<file path="config.mk">
export PLATFORM = sky130hd
export DESIGN_NAME = prog_loader
export DESIGN_NICKNAME = d
export VERILOG_FILES = /design/src/rtl/prog_loader.sv
export SDC_FILE = /design/constraint.sdc
export NUM_CORES = 1
export LEC_CHECK = 0
export BUFFER_PORTS_ARGS = -buffer_cell sky130_fd_sc_hd__buf_2
export CAP_MARGIN = 20
export CORE_MARGIN = 3
export CORE_UTILIZATION = 50
export CTS_CLUSTER_SIZE = 28
export DETAILED_ROUTE_END_ITERATION = 12
export PLACE_DENSITY = 0.71
export SKIP_CTS_REPAIR_TIMING = 1
export SLEW_MARGIN = 20
export SYNTH_ARGS = -nofsm -noshare
export SYNTH_HDL_FRONTEND = slang
export SYNTH_SLANG_ARGS = --single-unit
</file>
<file path="constraint.sdc">
create_clock -name clk -period 3.9 [get_ports clk]
set_input_delay 0.975 -clock clk [delete_from_list [all_inputs] [get_ports clk]]
set_output_delay 0.975 -clock clk [all_outputs]
set_load 0.03 [all_outputs]
</file>
<file path="src/rtl/prog_loader.sv">
// rtl/prog_loader.sv - byte-stream boot loader that fills PicoBlaze program RAM and gates cpu_reset
module prog_loader #(
    parameter int          MEM_DEPTH = 1024,
    parameter int          TIMEOUT   = 1000000,
    parameter bit          BOOT_HOLD = 1'b0,
    parameter logic [7:0]  SYNC_BYTE = 8'hA5
) (
    input  logic        clk,
    input  logic        reset,
    input  logic [7:0]  rx_data,
    input  logic        rx_valid,
    output logic [9:0]  mem_addr,
    output logic [17:0] mem_data,
    output logic [3:0]  mem_we,
    output logic        load_active,
    output logic        cpu_reset,
    output logic        done,
    output logic        error
);

    localparam int TW   = (TIMEOUT > 1) ? $clog2(TIMEOUT) : 1;
    localparam int TLIM = (TIMEOUT > 0) ? TIMEOUT - 1 : 0;

    typedef enum logic [2:0] {
        S_IDLE, S_LEN_HI, S_LEN_LO, S_B0, S_B1, S_B2, S_CSUM
    } state_t;

    state_t        state, state_n;
    logic [7:0]    len_hi_q;
    logic [10:0]   len_q;
    logic [10:0]   wcnt;
    logic [1:0]    b0_q;
    logic [7:0]    b1_q;
    logic [7:0]    csum;
    logic [TW-1:0] tcnt;

    logic          timeout_hit;
    logic          take;
    logic [10:0]   len_in;
    logic          len_bad;
    logic          last_word;
    logic          sum_ok;
    logic          ev_start, ev_write, ev_good, ev_abort;

    // Expiry is independent of rx_valid so a byte landing on the expiry cycle is dropped.
    assign timeout_hit = (TIMEOUT != 0) && (state != S_IDLE) && (tcnt == TW'(TLIM));
    assign take        = rx_valid && !timeout_hit;
    assign len_in      = {len_hi_q[2:0], rx_data};
    assign len_bad     = (len_hi_q[7:3] != 5'd0) || ({21'd0, len_in} > 32'(MEM_DEPTH));
    assign last_word   = (11'(wcnt + 11'd1) == len_q);
    assign sum_ok      = (8'(csum + rx_data) == 8'd0);

    always_ff @(posedge clk or posedge reset) begin
        if (reset) state <= S_IDLE;
        else       state <= state_n;
    end

    always_comb begin
        state_n = state;
        if (timeout_hit) begin
            state_n = S_IDLE;
        end else if (rx_valid) begin
            case (state)
                S_IDLE:   if (rx_data == SYNC_BYTE) state_n = S_LEN_HI;
                S_LEN_HI: state_n = S_LEN_LO;
                S_LEN_LO: begin
                    if (len_bad)              state_n = S_IDLE;
                    else if (len_in == 11'd0) state_n = S_CSUM;
                    else                      state_n = S_B0;
                end
                S_B0:     state_n = S_B1;
                S_B1:     state_n = S_B2;
                S_B2:     state_n = last_word ? S_CSUM : S_B0;
                S_CSUM:   state_n = S_IDLE;
                default:  state_n = S_IDLE;
            endcase
        end
    end

    always_comb begin
        ev_start = 1'b0;
        ev_write = 1'b0;
        ev_good  = 1'b0;
        ev_abort = 1'b0;
        if (timeout_hit) begin
            ev_abort = 1'b1;
        end else if (rx_valid) begin
            case (state)
                S_IDLE:   ev_start = (rx_data == SYNC_BYTE);
                S_LEN_LO: ev_abort = len_bad;
                S_B2:     ev_write = 1'b1;
                S_CSUM: begin
                    ev_good  = sum_ok;
                    ev_abort = !sum_ok;
                end
                default: ;
            endcase
        end
    end

    always_ff @(posedge clk or posedge reset) begin
        if (reset) begin
            mem_addr    <= '0;
            mem_data    <= '0;
            mem_we      <= 4'h0;
            load_active <= 1'b0;
            cpu_reset   <= BOOT_HOLD;
            done        <= 1'b0;
            error       <= 1'b0;
            len_hi_q    <= '0;
            len_q       <= '0;
            wcnt        <= '0;
            b0_q        <= '0;
            b1_q        <= '0;
            csum        <= '0;
            tcnt        <= '0;
        end else begin
            mem_we <= 4'h0;
            if (mem_we != 4'h0) mem_addr <= 10'(mem_addr + 10'd1);

            if (state == S_IDLE || rx_valid || timeout_hit) tcnt <= '0;
            else if (TIMEOUT != 0)                          tcnt <= TW'(tcnt + 1'b1);

            if (take && state != S_IDLE) csum <= 8'(csum + rx_data);
            if (take && state == S_LEN_HI) len_hi_q <= rx_data;
            if (take && state == S_LEN_LO) len_q    <= len_in;
            if (take && state == S_B0)     b0_q     <= rx_data[1:0];
            if (take && state == S_B1)     b1_q     <= rx_data;

            if (ev_start) begin
                load_active <= 1'b1;
                cpu_reset   <= 1'b1;
                done        <= 1'b0;
                error       <= 1'b0;
                csum        <= '0;
                wcnt        <= '0;
                mem_addr    <= '0;
            end
            if (ev_write) begin
                mem_data <= {b0_q, b1_q, rx_data};
                mem_we   <= 4'hF;
                wcnt     <= 11'(wcnt + 11'd1);
            end
            if (ev_good) begin
                done        <= 1'b1;
                load_active <= 1'b0;
                cpu_reset   <= 1'b0;
            end
            // cpu_reset is left asserted: the RAM holds a partial image.
            if (ev_abort) begin
                error       <= 1'b1;
                load_active <= 1'b0;
            end
        end
    end

endmodule

</file>
After elaboration in Yosys (flattened, before gate mapping)

Cells that the tools add are included.

Bits in registers: 107
Latch bits: 0
Memory bits (writable): 0
ROM bits: 0
Logic and storage cells: 89
Memories: 0

Add/sub/neg operators: 4
$mul: 0
Divide/modulo/power cells: 0
Magnitude comparators: 1
Equal/unequal tests: 10
Shift operators: 0
Muxes and demuxes: 33
Bitwise logic cells: 0
Reductions and logical operators: 26

Operator list:

| kind                  | count |
|---|---|
| $mux 11               | 2 |
| $add 20x1->20 const B | 1 |
| $eq 20x20->1 const B  | 1 |
| $mux 10               | 2 |
| $mux 20               | 1 |
| $mux 3                | 6 |
| $pmux 3 s6            | 1 |
| $mux 1                | 17 |
| $mux 8                | 2 |
| $reduce_bool 2->1     | 6 |
| $add 11x1->11 const B | 1 |
| $eq 11x11->1          | 1 |
| $gt 11x11->1 const B  | 1 |
| $logic_not 11->1      | 1 |
| $add 10x1->10 const B | 1 |
| $eq 3x3->1 const B    | 3 |
| $add 8x8->8           | 1 |
| $eq 8x8->1 const B    | 1 |
| $logic_not 8->1       | 1 |
| $logic_and 1x1->1     | 7 |
| $eq 3x2->1 const B    | 2 |
| $reduce_bool 3->1     | 2 |
| $reduce_bool 5->1     | 1 |
| $mux 4                | 1 |
| other kinds (8)       | 11 |

Logic depth before layout (Yosys ltp)

Gate-level depths: netlist of run 1.

Depth in word-level cells: 7
Gate-level depth with buffers: 9
Mapped depth without buffers: 8

Worst setup path before layout of run 1

No wires, ideal clock.

Path type: input -> register
Start: input rx_data[0]
End: register done
Setup time: 122 ps
Data arrival time: 2577 ps
Data required time: 3778 ps
Path slack: 1202 ps
Stages: 8
Path through: ha_1 fa_1 a21o_1 a21oi_1 xnor2_1 nor3_1 and4_1 a32o_1

Cells in the longest elaborated chain, start to end: 6

Ends and longest elaborated chain:

| item                                        | line | text |
|---|---|---|
| start, declared                             | 10   | `input logic [7:0] rx_data,` |
| $add 8x8->8                                 | 51   | `assign sum_ok = (8'(csum + rx_data) == 8'd0);` |
| $logic_not 8->1                             | 51   |  |
| $mux 1                                      | 88   | `case (state)` |
| $mux 1                                      | 87   | `end else if (rx_valid) begin` |
| $mux 1                                      | 85   | `if (timeout_hit) begin` |
| $mux 1 or $reduce_bool 2->1 (tied branches) | --   |  |
| end signal, assigned                        | 108  | `done <= 1'b0;` |
| end signal, assigned                        | 133  | `done <= 1'b0;` |
| end signal, assigned                        | 145  | `done <= 1'b1;` |
| end, declared                               | 17   | `output logic done,` |

Parallel ways exist; a longest one is shown, timed or not.
A chain may end at the register's enable or synchronous reset.

Final worst setup path of run 1

Same ends and word-level chain as after synthesis.

==> results.sh, run 1 <==
export IMPL_htreeDepth=3
export IMPL_wirelength_mm=11.1
export IMPL_netlist_area_um2=5320
export IMPL_cp_arrival_ps=2940
export IMPL_cts_tree="done"
export IMPL_portBuffers=46
export IMPL_wl_per_cell_um=15.8
export IMPL_num_antenna_cells=0
export IMPL_clockBufferDepth=2
export IMPL_synth_edf_count=0
export IMPL_rows=37
export IMPL_clockPowerShare=0.198
export IMPL_antenna_found_initial=0
export IMPL_start_util=0.515
export IMPL_num_io_pins=47
export IMPL_yosys_top_cells_area="dfrtp_1, mux2_2, nand2_1"
export IMPL_coreArea_um2=10300
export IMPL_synthDistinctLibCells=57
export IMPL_stdcell_count=701
export IMPL_total_power_mw=3.42
export IMPL_min_path_type="register to register"
export IMPL_fin_skew_ps=8.99
export IMPL_die_width_um=109
export IMPL_syn_num_nets=547
export IMPL_root_buffer="clkbuf_8"
export IMPL_gp_congestion=0.876
export IMPL_grt_overflow_total=0
export IMPL_synth_top_area_share=0.490
export IMPL_timing_final_hold_violations=0
export IMPL_syn_to_final_growth_pct=8.92
export IMPL_dpl_hpwl_mm=7.81
export IMPL_relSlewSlack=0.481
export IMPL_fp_dieArea_um2=11900
export IMPL_dp_cells=685
export IMPL_synthFlopType="dfrtp_1"
export IMPL_first_global_vias=3916
export IMPL_finalWorstSetupSlack_ps=1230
export IMPL_ys_seq_elements=104
export IMPL_vias=3892
export IMPL_p_seq_frac=0.463
export IMPL_startpoint_type="primary input"
export IMPL_cp_end_kind="register"
export IMPL_final_max_slew_viol_count=0
export IMPL_cp_max_fo=8
export IMPL_worst_slew_pin_slew_ps=777
export IMPL_dp_slack_ps=848
export IMPL_path_cells="buf_2 > ha_1 > fa_1 > a21o_1 > a21oi_1 > xnor2_1 > nor3_1 > and4_1 > a32o_1"
export IMPL_ys_warn_count=0
export IMPL_grt_max_degree=63
export IMPL_peakVddDrop_mv=0.351
export IMPL_die_h_um=109
export IMPL_viasPerCell=5.55
export IMPL_yosysTopAreaCell="dfrtp_1"
export IMPL_finalSetupTns_ps=0
export IMPL_drive_gt1_frac=0.193
export IMPL_period_share=0.686
export IMPL_powerDensity_nw_per_um2=590
export IMPL_drc=0
export IMPL_clock_sinks=104
export IMPL_drt_iter0_drc=233
export IMPL_netSwitchingFraction=0.381
export IMPL_synthCells=525
export IMPL_slowest_delay_ps=430
export IMPL_final_min_clock_period_ps=2670
export IMPL_cts_buffers=9
export IMPL_rsz0062_at_grt="false"
export IMPL_seq_area_frac_synth=0.490
export IMPL_clk_pin_slew_ps=110
export IMPL_clkLatencyLatePin_ps=370
export IMPL_status="finished, final reports clean"
export IMPL_avgSynthCellArea_um2=10.1
export IMPL_worstSetupPathType="primary input to register"
export IMPL_crit_slowest_cell="fa_1"
export IMPL_p_int_mw=2.11
export IMPL_max_freq_mhz=374
export IMPL_track_usage=0.204
export IMPL_pwr_share_comb=0.339
export IMPL_p_leak_nw=2.59
export IMPL_crit_required_ps=4160
export IMPL_final_setup_viol_count=0
export IMPL_postRouteAntennaNets=0
export IMPL_drt_pass1_iterations=4
export IMPL_nNetsFinal=582
export IMPL_cap_violations=0
export IMPL_grt_pass1_wl_mm=19.0
export IMPL_async_reset_ff_frac=1.00
export IMPL_p_switching_mw=1.30
==> sequential cells by signal, indices dropped and copies added, names as in the netlist, 3 cells and up <==
name,flops
csum,8
mem_addr,10
wcnt,11
state,3
len_q,11
len_hi_q,8
mem_data,18
tcnt,20
b1_q,8
==> final timing paths <==
| path | from | end | slack, ps | depth (start not counted) |
|---|---|---|---|---|
| worst max-delay path | rx_data[0] | done$_DFFE_PP0P_ | 1230 | 9 |
| worst min-delay path | tcnt[0]$_DFF_PP0_ | tcnt[0]$_DFF_PP0_ | 470 | 1 |
| worst max register to register | state[2]$_DFFE_PP0P_ | wcnt[2]$_DFFE_PP0P_ | 1250 | 6 |
| worst min register to register | tcnt[0]$_DFF_PP0_ | tcnt[0]$_DFF_PP0_ | 470 | 1 |
| max in group asynchronous | reset | b1_q[2]$_DFFE_PP0P_ | 2400 | 3 |
| min in group asynchronous | reset | tcnt[2]$_DFF_PP0_ | 730 | 2 |
==> per-stage QoR <==
stage | hold WS [ps] | utilization | cell area (um^2)
final | 474 | 0.561 | 5790
after global routing | 512 | 0.561 | 5790
after CTS | 480 | 0.561 | 5790
after detailed placement | 457 | 0.542 | 5590
after global placement | 437 | 0.542 | 5590
after floorplan | 423 | - | 5320
==> cells by family after synthesis <==
| kind of cell | after synthesis | share of synthesized area |
|---|---|---|
| flip-flops | 104 | 0.490 |
| AO/OA/AOI/OAI | 69 | 0.0847 |
| XOR/XNOR | 50 | 0.0824 |
| multiplexers | 29 | 0.0612 |
| adder cells (fa/ha/maj) | 11 | 0.0273 |
| buffers and inverters | 31 | 0.0337 |
| AND/OR/NAND/NOR | 231 | 0.221 |
==> worst max-delay path: cells and delay by family <==
family / cells / cell delay (ps)
and+or+nand+nor: 2 / 320
xor gates and xnor gates: 1 / 180
AOI/OAI and AO/OA: 3 / 640
buffers and inverters: 1 / 150
adders and majority gates: 2 / 660
==> final cells by class <==
class | count | area, um^2
clock buffer | 10 | 138
clock inverter | 6 | 57.6
fill | 901 | 4530
inverter | 5 | 21.3
multi-input combinational | 390 | 2540
sequential | 104 | 2600
tap | 136 | 170
timing repair buffer | 50 | 260
==> power groups by stage <==
| stage | Clock, mW | Combinational [mW] | Sequential, mW |
|---|---|---|---|
| floorplan | 0 | 0.803 | 1.67 |
| global placement | 0 | 1.12 | 1.59 |
| detailed placement | 0 | 1.16 | 1.60 |
| CTS | 0.689 | 1.16 | 1.58 |
| global route | 0.736 | 1.27 | 1.62 |
| finish | 0.675 | 1.16 | 1.58 |
==> synthesized netlist by cell type (11+ instances only) <==
cell type / n
dfrtp_1: 104
a21oi_1: 11
xor2_1: 22
nor2_1: 47
nand2_1: 84
nand3_1: 22
xnor2_1: 28
o21ai_0: 24
nor3_1: 14
mux2_2: 28
==> layer usage <==
metal,GRT usage,share of wire,vias up
li1,-,-,1885
met1,0.265,0.44,1905
met2,0.340,0.50,88
met3,0.0391,0.041,14
met4,0.0730,0.018,0
met5,0,0,-
==> placed cells by master, fill, tap and decap left out, types with 6 or more instances in the layout <==
cell	count
buf_2	46
clkbuf_8	10
nor2b_1	6
xor2_1	22
nand3_1	22
nand2_1	84
mux2_2	28
or4_1	6
nor2_1	47
dfrtp_1	104
ha_1	10
nand4_1	10
and3_1	9
xnor2_1	28
o21ai_0	24
a21oi_1	11
nor3_1	14
No activity file was read; power rests on OpenSTA's default activity.
==> run 2: changes to the inputs <==
==> constraint.sdc (replaced) <==
create_clock -name clk -period 2.3 [get_ports clk]
set_input_delay 0.575 -clock clk [delete_from_list [all_inputs] [get_ports clk]]
set_output_delay 0.575 -clock clk [all_outputs]
set_load 0.03 [all_outputs]
==> results.sh, run 2 (synthesis results as in run 1) <==
export IMPL_status="finished, final reports clean"
export IMPL_track_usage=0.211
export IMPL_stdcell_count=740
export IMPL_worst_slew_pin_slew_ps=544
export IMPL_n_fill_cell=900
export IMPL_total_power_mw=5.87
export IMPL_crit_end="len_hi_q[6]$_DFFE_PP0P_"
export IMPL_min_path_type="primary input to async pin"
export IMPL_dp_cells=723
export IMPL_r2r_end="len_hi_q[6]$_DFFE_PP0P_"
export IMPL_p_seq_frac=0.450
export IMPL_mostFrequentLayoutCells="dfrtp_1, nand2_1, nor2_1"
export IMPL_netSwitchingFraction=0.378
export IMPL_rows=37
export IMPL_cp_startpoint="tcnt[0]$_DFF_PP0_"
export IMPL_dpl_hpwl_mm=8.50
export IMPL_rsz0062_at_grt="false"
export IMPL_grt_max_degree=27
export IMPL_nNetsFinal=621
export IMPL_worstSetupPathType="register to register"
export IMPL_max_freq_mhz=456
export IMPL_fin_skew_ps=11.3
export IMPL_final_max_slew_viol_count=0
export IMPL_largest_reg_flops=20
export IMPL_clkLatencyLatePin_ps=380
export IMPL_cap_violations=0
export IMPL_coreArea_um2=10300
export IMPL_die_width_um=109
export IMPL_final_min_clock_period_ps=2190
export IMPL_cp_max_fo=9
export IMPL_postRouteAntennaNets=0
export IMPL_p_int_mw=3.65
export IMPL_powerDensity_nw_per_um2=956
export IMPL_drt_pass1_iterations=4
export IMPL_r2r_start="tcnt[0]$_DFF_PP0_"
export IMPL_clk_pin_slew_ps=110
export IMPL_drt_iter0_drc=226
export IMPL_grt_overflow_total=0
export IMPL_timing_final_hold_violations=0
export IMPL_startpoint_type="register"
export IMPL_viasPerCell=5.52
export IMPL_final_setup_viol_count=0
export IMPL_start_util=0.515
export IMPL_relSlewSlack=0.636
export IMPL_portBuffers=46
export IMPL_drive_gt1_frac=0.252
export IMPL_num_io_pins=47
export IMPL_largest_registers="tcnt: 20 flops, mem_data: 18 flops"
export IMPL_die_h_um=109
export IMPL_pwr_share_comb=0.365
export IMPL_cp_arrival_ps=2460
export IMPL_regMostFlops="tcnt"
export IMPL_first_global_vias=4129
export IMPL_p_leak_nw=2.79
export IMPL_wirelength_mm=11.6
export IMPL_period_share=0.954
export IMPL_drc=0
export IMPL_cp_end_kind="register"
export IMPL_finalSetupTns_ps=0
export IMPL_reg2reg_slack_ps=110
export IMPL_cts_tree="done"
export IMPL_finalWorstSetupSlack_ps=105
export IMPL_crit_required_ps=2560
export IMPL_num_antenna_cells=0
export IMPL_multiInputGateArea_um2=2570
export IMPL_cts_buffers=9
export IMPL_wl_per_cell_um=15.6
export IMPL_final_common_cell="dfrtp_1"
export IMPL_root_buffer="clkbuf_8"
export IMPL_holdWs_ps=233
export IMPL_clockPowerShare=0.185
export IMPL_worstRegToRegCells=8
export IMPL_peakVddDrop_mv=0.698
export IMPL_grt_pass1_wl_mm=19.8
export IMPL_fp_dieArea_um2=11900
export IMPL_dp_slack_ps=-263
export IMPL_syn_to_final_growth_pct=15.5
export IMPL_vias=4086
export IMPL_htreeDepth=3
export IMPL_clock_sinks=104
export IMPL_p_switching_mw=2.22
export IMPL_antenna_found_initial=0
export IMPL_clockBufferDepth=2
export IMPL_gp_congestion=0.866
export IMPL_seqCellArea_um2=2600
run 2: critical path, cell delays in order, from the launching register on:
cell     delay [ps]
dfrtp_1         400
ha_1            210
and2_1          150
nand4_1         100
buf_4           160
o21ai_4          90
buf_4           160
nor3b_4         410
mux2_2          400
run 2: worst min-delay path by stage:
| stage | startpoint | to | slack [ps] | cells past startpoint |
|---|---|---|---|---|
| floorplan | tcnt[0]$_DFF_PP0_ | tcnt[0]$_DFF_PP0_ | 420 | 1 |
| global placement | tcnt[0]$_DFF_PP0_ | tcnt[0]$_DFF_PP0_ | 440 | 1 |
| detailed placement | tcnt[0]$_DFF_PP0_ | tcnt[0]$_DFF_PP0_ | 450 | 1 |
| CTS | reset | mem_data[16]$_DFFE_PP0P_ | 230 | 2 |
| global route | reset | b0_q[1]$_DFFE_PP0P_ | 250 | 2 |
| finish | reset | mem_we[2]$_DFF_PP0_ | 230 | 2 |
run 2: power groups by stage:
stage               sequential, mW  clock [mW]  combinational, mW
floorplan                     2.83           0               1.36
global placement              2.65           0               2.05
detailed placement            2.67           0               2.12
CTS                           2.64        1.12               2.13
global route                  2.71        1.19               2.39
finish                        2.64        1.09               2.14
run 2: metal layers:
metal  GRT usage  vias up  routed length [um]
li1            -     1965                   -
met1       0.277     2022                5110
met2       0.349       86                5810
met3      0.0373       13                 448
met4      0.0821        0                 204
met5           0        -                   0
run 2: cell type report:
class	count	area share
inverter	5	0.00367
sequential	104	0.424
tap	136	0.0277
timing repair buffer	89	0.0962
clock inverter	6	0.00856
clock buffer	10	0.0208
multi-input combinational	390	0.419
run 2: stage by stage:
stage,cell area [um^2],util
floorplan,5320,-
global placement,5920,0.573
detailed placement,5920,0.573
CTS,6100,0.591
global route,6140,0.595
finish,6140,0.595
